[config.mk]
export PLATFORM = sky130hd
export DESIGN_NAME = conv_sched
export DESIGN_NICKNAME = d
export VERILOG_FILES = /design/src/rtl/conv_sched_pkg.sv /design/src/rtl/conv_sched_delay.sv /design/src/rtl/conv_sched.sv
export SDC_FILE = /design/constraint.sdc
export NUM_CORES = 1
export LEC_CHECK = 0
export BUFFER_PORTS_ARGS = -buffer_cell sky130_fd_sc_hd__buf_2
export CORE_MARGIN = 2
export CORE_UTILIZATION = 60
export CTS_BUF_LIST = sky130_fd_sc_hd__clkbuf_4
export CTS_CLUSTER_DIAMETER = 100
export DETAILED_ROUTE_END_ITERATION = 10
export GPL_TIMING_DRIVEN = 0
export PLACE_DENSITY = 0.91
export SLEW_MARGIN = 20
export SYNTH_ARGS = -nofsm -noshare
export SYNTH_HDL_FRONTEND = slang
export SYNTH_SLANG_ARGS = --single-unit
[constraint.sdc]
create_clock -name clk -period 4.6 [get_ports clk]
set_input_delay 0.46 -clock clk [delete_from_list [all_inputs] [get_ports clk]]
set_output_delay 0.46 -clock clk [all_outputs]
set_load 0.01 [all_outputs]
[src/rtl/conv_sched_pkg.sv]
// Shared geometry defaults, FSM encodings and derived-width helpers for the
// first convolution stage sequencer.
package conv_sched_pkg;

   localparam int DEF_IMG_W       = 8;
   localparam int DEF_IMG_H       = 8;
   localparam int DEF_K           = 3;
   localparam int DEF_NUM_FILTERS = 3;

   localparam logic [1:0] ST_IDLE  = 2'd0;
   localparam logic [1:0] ST_RUN   = 2'd1;
   localparam logic [1:0] ST_DRAIN = 2'd2;
   localparam logic [1:0] ST_DONE  = 2'd3;

   function automatic int out_dim(input int img, input int k);
      return img - k + 1;
   endfunction

   function automatic int npos(input int img_w, input int img_h, input int k);
      return out_dim(img_w, k) * out_dim(img_h, k);
   endfunction

   // A zero-width field is illegal, so a single value still gets one bit.
   function automatic int clog2_min1(input int n);
      return (n > 1) ? $clog2(n) : 1;
   endfunction

   function automatic int pos_width(input int img_w, input int img_h, input int k);
      return clog2_min1(npos(img_w, img_h, k));
   endfunction

   function automatic int filt_width(input int num_filters);
      return clog2_min1(num_filters);
   endfunction

endpackage

[src/rtl/conv_sched_delay.sv]
// Valid/data shift register that tracks operations in flight through the
// MAC, adder tree and ReLU so the result write lines up with the data.
module conv_sched_delay
   import conv_sched_pkg::*;
#(
   parameter int DEPTH = 2,
   parameter int DW    = 8
) (
   input  logic          clk,
   input  logic          reset,
   input  logic          in_valid,
   input  logic [DW-1:0] in_data,
   output logic          out_valid,
   output logic [DW-1:0] out_data,
   output logic          pending
);

   logic [DEPTH-1:0] vld;
   logic [DW-1:0]    dat [DEPTH];

   always_ff @(posedge clk) begin
      if (reset) begin
         vld <= '0;
      end else begin
         vld[0] <= in_valid;
         for (int i = 1; i < DEPTH; i++) vld[i] <= vld[i-1];
      end
   end

   // Payload needs no reset: it is only observed alongside its valid bit.
   always_ff @(posedge clk) begin
      dat[0] <= in_data;
      for (int i = 1; i < DEPTH; i++) dat[i] <= dat[i-1];
   end

   // Entries still to write after this cycle; the final stage writes now.
   always_comb begin
      pending = 1'b0;
      for (int i = 0; i < DEPTH - 1; i++) pending = pending | vld[i];
   end

   assign out_valid = vld[DEPTH-1];
   assign out_data  = dat[DEPTH-1];

endmodule

[src/rtl/conv_sched.sv]
// Window/filter scan sequencer for the first convolution stage. Defining
// CONV_SCHED_PERF_EN adds saturating busy-cycle and stall counters.
module conv_sched
   import conv_sched_pkg::*;
#(
   parameter int IMG_W       = DEF_IMG_W,
   parameter int IMG_H       = DEF_IMG_H,
   parameter int K           = DEF_K,
   parameter int NUM_FILTERS = DEF_NUM_FILTERS,
   parameter int PIPE_LAT    = 2
) (
   input  logic                                 clk,
   input  logic                                 reset,
   input  logic                                 start,
   input  logic                                 hold,
   output logic [$clog2(IMG_H)-1:0]             win_row,
   output logic [$clog2(IMG_W)-1:0]             win_col,
   output logic [filt_width(NUM_FILTERS)-1:0]   filt_sel,
   output logic                                 mac_valid,
   output logic                                 wr_en,
   output logic [filt_width(NUM_FILTERS)+pos_width(IMG_W, IMG_H, K)-1:0] wr_addr,
   output logic                                 busy,
   output logic                                 done
`ifdef CONV_SCHED_PERF_EN
   ,
   output logic [15:0]                          cyc_cnt,
   output logic [15:0]                          stall_cnt
`endif
);

   localparam int RW    = $clog2(IMG_H);
   localparam int CW    = $clog2(IMG_W);
   localparam int FW    = filt_width(NUM_FILTERS);
   localparam int PW    = pos_width(IMG_W, IMG_H, K);
   localparam int OUT_W = out_dim(IMG_W, K);
   localparam int OUT_H = out_dim(IMG_H, K);
   localparam int NPOS  = npos(IMG_W, IMG_H, K);

   localparam logic [RW-1:0] ROW_LAST  = RW'(OUT_H - 1);
   localparam logic [CW-1:0] COL_LAST  = CW'(OUT_W - 1);
   localparam logic [FW-1:0] FILT_LAST = FW'(NUM_FILTERS - 1);
   localparam logic [PW-1:0] POS_LAST  = PW'(NPOS - 1);

   logic [1:0]    state;
   logic [RW-1:0] row;
   logic [CW-1:0] col;
   logic [FW-1:0] filt;
   logic [PW-1:0] pos;
   logic          issue;
   logic          last;
   logic          pending;
   logic [FW+PW-1:0] dly_data;

   assign issue = (state == ST_RUN) && !hold;
   assign last  = (filt == FILT_LAST) && (row == ROW_LAST) && (col == COL_LAST);

   // Scan order is column fastest, then row, then filter; pos tracks
   // row*OUT_W+col incrementally so no multiplier is needed.
   always_ff @(posedge clk) begin
      if (reset) begin
         state <= ST_IDLE;
         row   <= '0;
         col   <= '0;
         filt  <= '0;
         pos   <= '0;
      end else begin
         case (state)
            ST_IDLE: begin
               row  <= '0;
               col  <= '0;
               filt <= '0;
               pos  <= '0;
               if (start) state <= ST_RUN;
            end
            ST_RUN: begin
               if (issue) begin
                  pos <= (pos == POS_LAST) ? '0 : pos + 1'b1;
                  if (col == COL_LAST) begin
                     col <= '0;
                     if (row == ROW_LAST) begin
                        row  <= '0;
                        filt <= (filt == FILT_LAST) ? '0 : filt + 1'b1;
                     end else begin
                        row <= row + 1'b1;
                     end
                  end else begin
                     col <= col + 1'b1;
                  end
                  if (last) state <= ST_DRAIN;
               end
            end
            ST_DRAIN: if (!pending) state <= ST_DONE;
            ST_DONE:  state <= ST_IDLE;
            default:  state <= ST_IDLE;
         endcase
      end
   end

   conv_sched_delay #(
      .DEPTH (PIPE_LAT),
      .DW    (FW + PW)
   ) u_delay (
      .clk       (clk),
      .reset     (reset),
      .in_valid  (issue),
      .in_data   ({filt, pos}),
      .out_valid (wr_en),
      .out_data  (dly_data),
      .pending   (pending)
   );

   assign win_row   = row;
   assign win_col   = col;
   assign filt_sel  = filt;
   assign mac_valid = issue;
   assign wr_addr   = wr_en ? dly_data : '0;
   assign busy      = (state == ST_RUN) || (state == ST_DRAIN);
   assign done      = (state == ST_DONE);

`ifdef CONV_SCHED_PERF_EN
   // The accepting cycle counts as the first busy cycle of the pass.
   always_ff @(posedge clk) begin
      if (reset) begin
         cyc_cnt   <= '0;
         stall_cnt <= '0;
      end else if ((state == ST_IDLE) && start) begin
         cyc_cnt   <= 16'd1;
         stall_cnt <= '0;
      end else begin
         if (busy && (cyc_cnt != 16'hFFFF)) cyc_cnt <= cyc_cnt + 16'd1;
         if ((state == ST_RUN) && hold && (stall_cnt != 16'hFFFF))
            stall_cnt <= stall_cnt + 16'd1;
      end
   end
`endif

endmodule

==> flow_summary.toml <==
[timing]
fmax_ghz = 0.4741
maxSlewViolCount = 0
final.setup_skew_ns = 0.006856
hold_ws_ns = 0.3322
finalHoldViolations = 0
worstMarginPinSlew_ns = 0.4468
timing.setup.tns_ns = 0
period_needed_ns = 2.109
period_share_pct = 45.86
relSlewSlack_pct = 70.22
setup_slack_ns = 2.491
setup_viol = 0
rsz0062_at_grt = "no"

[routing]
wl_per_cell_um = 13.41
first_pass_iters = 4
vias = 1029
drcViolationCount = 0
first_iter_violations = 22
ant_nets = 0
routed_wl_mm = 2.468
via_per_inst = 5.592

[pwr]
ir_drop_v = 0.0002886
switchingPower_uw = 206.8
switching_share_pct = 31.87
seqPwrFrac_pct = 50.3
clkPwrFrac_pct = 23.6
p_int_uw = 442.1
p_comb_share_pct = 26.1
power_density_nw_per_um2 = 427.1
leakagePower_nw = 0.7054

[cts]
clkLatencyLatePin_ns = 0.33
numCtsBuffers = 5
h-tree-depth = 2
cts_setup_buffers = 0
clkTransAtPathRegs_ns = 0.09
root_buffer = "clkbuf_4"
cts_tree = "done"
clockBufferDepth = 2
cts_hold_buf = 0
cts_resized = 0
clkSinkCount = 34

[grt]
grt_antenna_before_repair = 0
grt_pass1_vias = 944
overflow = 0
grt_max_degree = 11
grt_pass1_wl_mm = 3.981
grt_usage_pct = 21.37

[hold_path]
worst_hold_path_type = "register to register"
hp-start = "u_delay.dat[0][2]$_DFF_P_"

[run]
maxCapViolCount = 0

[cells_and_area]
layout_commonest_cell = "dfxtp_1"
final_cell_mix = "34 x dfxtp_1, 23 x buf_2, 12 x nor2_1, 11 x a21oi_1, 9 x and2_1"
num_antenna_cells = 0
area_growth_pct = 15.40
nets = 166
fin_cells = 184
drive_gt1_share_pct = 23.57

[logic_synthesis]
yosysSeqAreaShare_pct = 51.71
postSynthCellCount = 126
syn_area_sq_um = 1316
yosysWarnings = 0
ys_ff_latch = 34
avgSynthCellArea_sq_um = 10.45
yosys.cell_types.count = 34
ys.flop_type = "dfxtp_1"
synth-edff-count = 0
async_flop_share_pct = 0
synth_fp_nets = 136

[floorplan]
num_rows = 16
fp.dieW_um = 50.84
dieHeight_um = 50.84
core_sq_um = 2022
start_util_pct = 65.10
ios = 24
die_area_sq_um = 2584

[placed_design]
dp_slack_ns = 2.801
place_congestion = 0.7839
io_buffers = 23
dp_cells = 176
place_hpwl_mm = 1.815

[critical_path]
startpoint = "state[1]$_SDFFE_PP0P_"
cp_cell_sequence = "inv_1 -> ha_1 -> buf_4 -> nand2b_1 -> buf_4 -> inv_1 -> buf_2"
critical_path_required_ns = 4.14
critical_path.max_stage_delay_ns = 0.38
arrival_ns = 1.65
crit_slowest_cell = "dfxtp_1"
end_kind = "output port"
r2r-start = "state[1]$_SDFFE_PP0P_"
crit_type = "register to output port"
crit_fanout = 10
startpoint_type = "register"

[outcome]
outcome = "finished, final reports clean"
==> path summary, 6_finish.rpt <==
kind,endpoint,slack (ns),depth (start not counted)
worst max-delay path,mac_valid,2.49,7
worst min register to register,u_delay.dat[0][10]$_DFF_P_,0.33,0
worst min-delay path,u_delay.dat[0][10]$_DFF_P_,0.33,0
worst max register to register,win_row[1]$_SDFFE_PP0P_,2.78,7
==> cell families after synthesis <==
| logic type | count (synthesis) | synth area share (%) |
|---|---|---|
| AOI/OAI and AO/OA | 29 | 16.07 |
| adders and majority gates | 6 | 5.703 |
| buffers and inverters | 11 | 3.707 |
| DFF | 34 | 51.71 |
| muxes | 1 | 0.7605 |
| and+or+nand+nor | 45 | 22.05 |
==> power by group through the flow <==
stage | combinational, mW | sequential, mW | clock [mW]
finish | 0.169 | 0.327 | 0.153
global route | 0.187 | 0.329 | 0.170
CTS | 0.169 | 0.326 | 0.157
detailed placement | 0.169 | 0.333 | 0
global placement | 0.158 | 0.331 | 0
floorplan | 0.126 | 0.331 | 0
==> metal layers <==
layer	share of wire (%)	GRT usage (%)	vias up
li1	-	-	504
met1	41	22.12	480
met2	50	35.75	36
met3	6.5	7.895	9
met4	2.7	14.86	0
met5	0	0	-
==> sequential cells by signal (all words and copies together) (netlist names) <==
signal,count
win_row,3
state,2
u_delay.vld,2
filt_sel,2
pos,6
win_col,3
u_delay.dat,16
==> stage by stage <==
step / utilization, % / power [mW] / cell area (sq um)
floorplan: - / 0.4561 / 1316
CTS: 75.12 / 0.6530 / 1519
global placement: 72.46 / 0.4897 / 1465
finish: 75.12 / 0.6488 / 1519
global route: 75.12 / 0.6862 / 1519
detailed placement: 72.46 / 0.5017 / 1465
==> synth_stat cells, types with 2 or more instances <==
cell | number | share of area (%)
buf_4 | 2 | 1.1
or3_1 | 2 | 0.95
nand3b_1 | 3 | 1.7
nor2b_1 | 3 | 1.4
a41o_1 | 3 | 2.3
and2_1 | 9 | 4.3
a2111oi_0 | 2 | 1.3
nor2_1 | 12 | 3.4
inv_1 | 7 | 2.0
nand3_1 | 2 | 0.76
nand4bb_1 | 2 | 1.7
nor3_1 | 2 | 0.76
clkbuf_1 | 2 | 0.57
dfxtp_1 | 34 | 52
o21ai_0 | 6 | 2.3
ha_1 | 6 | 5.7
a21oi_1 | 11 | 4.2
a22oi_1 | 2 | 1.1
==> layout make-up <==
cell class,instances,area [sq um]
inverter,7,26.28
clock inverter,2,8.758
sequential,34,680.7
clock buffer,6,45.04
buffer,4,22.52
fill,145,503.0
timing repair buffer,23,115.1
tap,27,33.78
multi-input combinational,81,586.8
==> critical path, delay by kind of cell (launching register included) <==
| kind | cells | cell delay (ns) |
|---|---|---|
| buffers and inverters | 5 | 0.67 |
| DFF | 1 | 0.38 |
| adders and majority gates | 1 | 0.20 |
| and+or+nand+nor | 1 | 0.07 |
(Power assumes the default switching activity.)
